**config.mk**
```make
export PLATFORM = sky130hd
export DESIGN_NAME = dcache_dual_req_arbiter
export DESIGN_NICKNAME = d
export VERILOG_FILES = /design/src/rtl/dcache_dual_req_arbiter.sv
export SDC_FILE = /design/constraint.sdc
export NUM_CORES = 1
export LEC_CHECK = 0
export BUFFER_PORTS_ARGS = -buffer_cell sky130_fd_sc_hd__buf_2
export CAP_MARGIN = 10
export CORE_ASPECT_RATIO = 0.75
export CORE_MARGIN = 3
export CORE_UTILIZATION = 45
export DETAILED_ROUTE_END_ITERATION = 10
export PLACE_DENSITY = 0.9
export SKIP_CTS_REPAIR_TIMING = 1
export SLEW_MARGIN = 20
export SYNTH_ARGS = -nofsm -noshare
export SYNTH_HDL_FRONTEND = slang
export SYNTH_SLANG_ARGS = --single-unit
```
**constraint.sdc**
```tcl
create_clock -name clk -period 2.3 [get_ports clk]
set_input_delay 0.69 -clock clk [delete_from_list [all_inputs] [get_ports clk]]
set_output_delay 0.69 -clock clk [all_outputs]
set_load 0.1 [all_outputs]
```
**src/rtl/dcache_dual_req_arbiter.sv**
```systemverilog
// Serialises a dual-issue load/store pair onto a single data-cache port in
// program order and steers each in-order response back to its issuing slot.
module dcache_dual_req_arbiter #(
   parameter int MAX_OUTSTANDING = 2
) (
   input  logic        clk,
   input  logic        reset,
   input  logic        pms_req_01,
   input  logic        pms_wr_01,
   input  logic [1:0]  pms_size_01,
   input  logic [3:0]  pms_wstrb_01,
   input  logic [31:0] pms_addr_01,
   input  logic [31:0] pms_wdata_01,
   input  logic        pms_req_02,
   input  logic        pms_wr_02,
   input  logic [1:0]  pms_size_02,
   input  logic [3:0]  pms_wstrb_02,
   input  logic [31:0] pms_addr_02,
   input  logic [31:0] pms_wdata_02,
   output logic        pms_addr_ok,
   output logic        data_req,
   output logic        data_wr,
   output logic [1:0]  data_size,
   output logic [3:0]  data_wstrb,
   output logic [31:0] data_addr,
   output logic [31:0] data_wdata,
   input  logic        data_addr_ok,
   input  logic        data_data_ok,
   input  logic [31:0] data_rdata,
   output logic        data_cache_data_ok_01,
   output logic [31:0] data_cache_rdata_01,
   output logic        data_cache_data_ok_02,
   output logic [31:0] data_cache_rdata_02,
   output logic        protocol_err
);

   localparam int PTR_W = $clog2(MAX_OUTSTANDING);
   localparam int CNT_W = PTR_W + 1;

   typedef enum logic [1:0] {IDLE, ISSUE1, ISSUE2, WAIT} state_t;

   typedef struct packed {
      logic        req;
      logic        wr;
      logic [1:0]  size;
      logic [3:0]  wstrb;
      logic [31:0] addr;
      logic [31:0] wdata;
   } slot_t;

   state_t             state_q, state_d;
   slot_t              slot_01_q, slot_01_d;
   slot_t              slot_02_q, slot_02_d;
   logic               tag_mem_q [MAX_OUTSTANDING];
   logic               tag_mem_d [MAX_OUTSTANDING];
   logic [PTR_W-1:0]   wr_ptr_q, wr_ptr_d;
   logic [PTR_W-1:0]   rd_ptr_q, rd_ptr_d;
   logic [CNT_W-1:0]   count_q, count_d;
   logic               protocol_err_q, protocol_err_d;

   logic               fifo_full;
   logic               fifo_empty;
   logic               pop;
   logic               push;
   logic               head_tag;

   assign fifo_full  = (count_q == CNT_W'(MAX_OUTSTANDING));
   assign fifo_empty = (count_q == '0);
   assign pop        = data_data_ok && !fifo_empty;
   assign head_tag   = tag_mem_q[rd_ptr_q];

   assign pms_addr_ok           = (state_q == IDLE);
   assign data_cache_data_ok_01 = pop && !head_tag;
   assign data_cache_data_ok_02 = pop && head_tag;
   assign data_cache_rdata_01   = data_rdata;
   assign data_cache_rdata_02   = data_rdata;
   assign protocol_err          = protocol_err_q;

   always_comb begin
      state_d        = state_q;
      slot_01_d      = slot_01_q;
      slot_02_d      = slot_02_q;
      tag_mem_d      = tag_mem_q;
      wr_ptr_d       = wr_ptr_q;
      rd_ptr_d       = rd_ptr_q;
      protocol_err_d = protocol_err_q;
      push           = 1'b0;
      data_req       = 1'b0;
      data_wr        = slot_01_q.wr;
      data_size      = slot_01_q.size;
      data_wstrb     = slot_01_q.wstrb;
      data_addr      = slot_01_q.addr;
      data_wdata     = slot_01_q.wdata;

      case (state_q)
         IDLE: begin
            if (pms_req_01 || pms_req_02) begin
               slot_01_d = {pms_req_01, pms_wr_01, pms_size_01, pms_wstrb_01,
                            pms_addr_01, pms_wdata_01};
               slot_02_d = {pms_req_02, pms_wr_02, pms_size_02, pms_wstrb_02,
                            pms_addr_02, pms_wdata_02};
               state_d   = pms_req_01 ? ISSUE1 : ISSUE2;
            end
         end
         ISSUE1: begin
            data_req = !fifo_full;
            if (!fifo_full && data_addr_ok) begin
               push    = 1'b1;
               state_d = slot_02_q.req ? ISSUE2 : WAIT;
            end
         end
         ISSUE2: begin
            data_req   = !fifo_full;
            data_wr    = slot_02_q.wr;
            data_size  = slot_02_q.size;
            data_wstrb = slot_02_q.wstrb;
            data_addr  = slot_02_q.addr;
            data_wdata = slot_02_q.wdata;
            if (!fifo_full && data_addr_ok) begin
               push    = 1'b1;
               state_d = WAIT;
            end
         end
         default: ;
      endcase

      // Tag records which slot issued each request; ISSUE2 pushes tag 1.
      if (push) begin
         tag_mem_d[wr_ptr_q] = (state_q == ISSUE2);
         wr_ptr_d            = wr_ptr_q + PTR_W'(1);
      end
      if (pop) begin
         rd_ptr_d = rd_ptr_q + PTR_W'(1);
      end
      count_d = count_q + CNT_W'(push) - CNT_W'(pop);

      if (data_data_ok && fifo_empty) begin
         protocol_err_d = 1'b1;
      end
      if (state_q == WAIT && count_d == '0) begin
         state_d = IDLE;
      end
   end

   always_ff @(posedge clk) begin
      if (reset) begin
         state_q        <= IDLE;
         slot_01_q      <= '0;
         slot_02_q      <= '0;
         tag_mem_q      <= '{default: 1'b0};
         wr_ptr_q       <= '0;
         rd_ptr_q       <= '0;
         count_q        <= '0;
         protocol_err_q <= 1'b0;
      end else begin
         state_q        <= state_d;
         slot_01_q      <= slot_01_d;
         slot_02_q      <= slot_02_d;
         tag_mem_q      <= tag_mem_d;
         wr_ptr_q       <= wr_ptr_d;
         rd_ptr_q       <= rd_ptr_d;
         count_q        <= count_d;
         protocol_err_q <= protocol_err_d;
      end
   end

endmodule

```
==> impl_results.md <==
* Status: finished, violations left
* Violated checks: setup timing
* Avg WL per Cell at 16.6 µm
* Worst hold slack at 455 ps
* Max-cap violation count at 0
* Syn Nets at 1008
* Row count at 38
* Share of layout cells above drive strength 1 at 0.389
* Final worst slack at -217 ps
* Total wire length at 19700 µm
* FMAX at 0.397 GHz
* Startpoint Class: flop
* Critical Path Sink Type: output pin
* IO Port Bufs at 223
* Worst slew margin at 0.649
* Vias in the first global route at 5912
* Pwr dens at 1610 nW/µm²
* Worst-path clk slew at 60 ps
* Post-synthesis register bit count at 152
* Syn Std Cell Area at 6850 µm²
* Largest net degree at the start of global routing at 112
* Final Max Tran Viols at 0
* Synth area leaders: dfxtp_1, nand2_1, mux2_2
* I/O pin total at 320
* Clk root buf: clkbuf_16
* Cells after DPL at 1141
* Setup Skew at 10.3 ps
* CTS Buffer Depth at 2
* Height of the die at 113 µm
* Cell variety after synth at 34
* Dpl hpwl at 12700 µm
* Final ANT Viol Nets at 0
* Final setup violation count at 71
* Worst R2R Setup Slack at 120 ps
* Nets at 1157
* Final Instance Area at 9810 µm²
* Unrepaired setup endpoints after global routing: yes
* DR iter-0 viols at 387
* Area post-placement at 8750 µm²
* Die Width at 148 µm
* Fill cell count at 1031
* Initial antenna violation count at 0
* Crit path time final at 2520 ps
* First-pass GRT wire length at 28500 µm
* Ant diodes at 0
* Peak VDD IR at 961 µV
* HP Class: reg2reg
* Critical path data arrival time at 1830 ps
* Syn. warnings at 0
* Sequential fraction of the synthesis area at 0.444
* Least-Margin Pin Slew at 526 ps
* Final period util at 1.09
* Clock sinks at 152
* Clock tree from TritonCTS: done
* TritonCTS buffer count at 17
* H-tree Lvls at 4
* Kind of critical path: reg2out
* Pre-CTS setup slack at -56.8 ps
* Starting Density at 0.466
* Full die area at 16800 µm²
* GRT Total Usage at 0.208
* GP Congestion at 0.814
* Worst-path maximum fanout at 7
* Gr ovfl total at 0
* CP Data Required Time at 1610 ps
* Hold violation total from the final report at 0
* Design Power at 15800 µW
* Core region area at 14700 µm²
* Synthesized instance count at 822
* Fin cells at 1183
* DRC at 0
* Post-synth top area cell: dfxtp_1
* Mean Syn Cell Area at 8.33 µm²
* Leakage at 0.00423 µW
* Via-to-Cell Ratio at 5.12
* Vias at 6062
* DRT Pass-1 Iters at 5
* Later-pin clock latency in the skew report at 410 ps
* Synth top area share at 0.444
* P&R area growth vs syn at 43.2%
## final timing paths
kind,start,end,depth (start not counted)
min reg2reg,slot_02_q[21]$_SDFFE_PP0P_,slot_02_q[21]$_SDFFE_PP0P_,2
min,slot_02_q[21]$_SDFFE_PP0P_,slot_02_q[21]$_SDFFE_PP0P_,2
max reg2reg,state_q[1]$_SDFFE_PP0P_,state_q[1]$_SDFFE_PP0P_,10
max,state_q[0]$_SDFFE_PP0P_,data_addr[28],6
## cell families after synthesis
logic type	Yosys count	synth area share
AOI/OAI and AO/OA	155	0.123
adders and majority gates	6	0.0110
xor gates and xnor gates	3	0.00384
muxes	74	0.121
buffers and inverters	127	0.123
and+or+nand+nor	305	0.175
DFF	152	0.444
## layout by cell type, fill, tap and decap left out, drive strengths merged, types with 2 or more instances in the layout
master      n
clkinvlp    3
ha          6
xor2        2
a21oi     148
mux2       71
buf       245
nand2     287
inv        11
mux2i       3
dfxtp     152
clkbuf     24
clkinv      3
nor2        9
bufinv      2
nor2b       2
o21ai       2
## metrics by stage
| stage | setup TNS (ps) | util |
|---|---|---|
| after floorplan | -239 | - |
| after global placement | 0 | 0.596 |
| after detailed placement | -56.8 | 0.596 |
| after CTS | -24440 | 0.635 |
| after global routing | -17110 | 0.668 |
| final | -12640 | 0.668 |
## layer usage
| metal | routed length [µm] | global-route usage | vias up |
|---|---|---|---|
| met5 | 0 | 0 | - |
| met4 | 379 | 0.0683 | 0 |
| met3 | 1640 | 0.0841 | 35 |
| met2 | 9890 | 0.359 | 259 |
| met1 | 7760 | 0.237 | 2853 |
| li1 | - | - | 2915 |
## where the power goes
part	switching [µW]	internal, µW	total, µW	leakage [µW]
clock	1110	1640	2750	0.000277
sequential	394	3290	3690	0.00125
combinational	5830	3560	9400	0.00271
total	7340	8490	15800	0.00423
## registers in the layout, summed over array words and instances (netlist names)
signal        count
rd_ptr_q          1
wr_ptr_q          1
protocol_err      1
slot_01_q        71
count_q           2
state_q           2
tag_mem_q         2
slot_02_q        72
## critical path, cell delays in order (launching register included)
cell and delay, ps:
dfxtp_2 330, inv_2 80, ha_4 170, buf_12 140, buf_12 140, mux2_2 370, buf_12 170
## cells in the mapped netlist, drive strengths merged
| cell | instances |
|---|---|
| dfxtp | 152 |
| mux2i | 3 |
| nor3 | 1 |
| ha | 6 |
| and2 | 1 |
| a31o | 1 |
| o211ai | 1 |
| nor2b | 2 |
| o21ai | 2 |
| a22o | 1 |
| nand4 | 1 |
| xnor2 | 1 |
| nand2b | 1 |
| buf | 105 |
| xor2 | 2 |
| o2111ai | 1 |
| inv | 7 |
| a21o | 1 |
| a21oi | 148 |
| nand4b | 1 |
| mux2 | 71 |
| nor4bb | 1 |
| clkbuf | 15 |
| nand2 | 287 |
| nor2 | 9 |
| nand3 | 1 |
## area by class of cell
cell class	instances	area (µm²)	area share
Clock inverter	12	140	0.0143
Sequential cell	152	3050	0.311
Clock buffer	19	443	0.0451
Timing Repair Buffer	250	2670	0.273
Tap cell	200	250	0.0255
Inverter	7	26.3	0.00268
Multi-Input combinational cell	543	3230	0.329
Power figures use the tool's default switching activity.
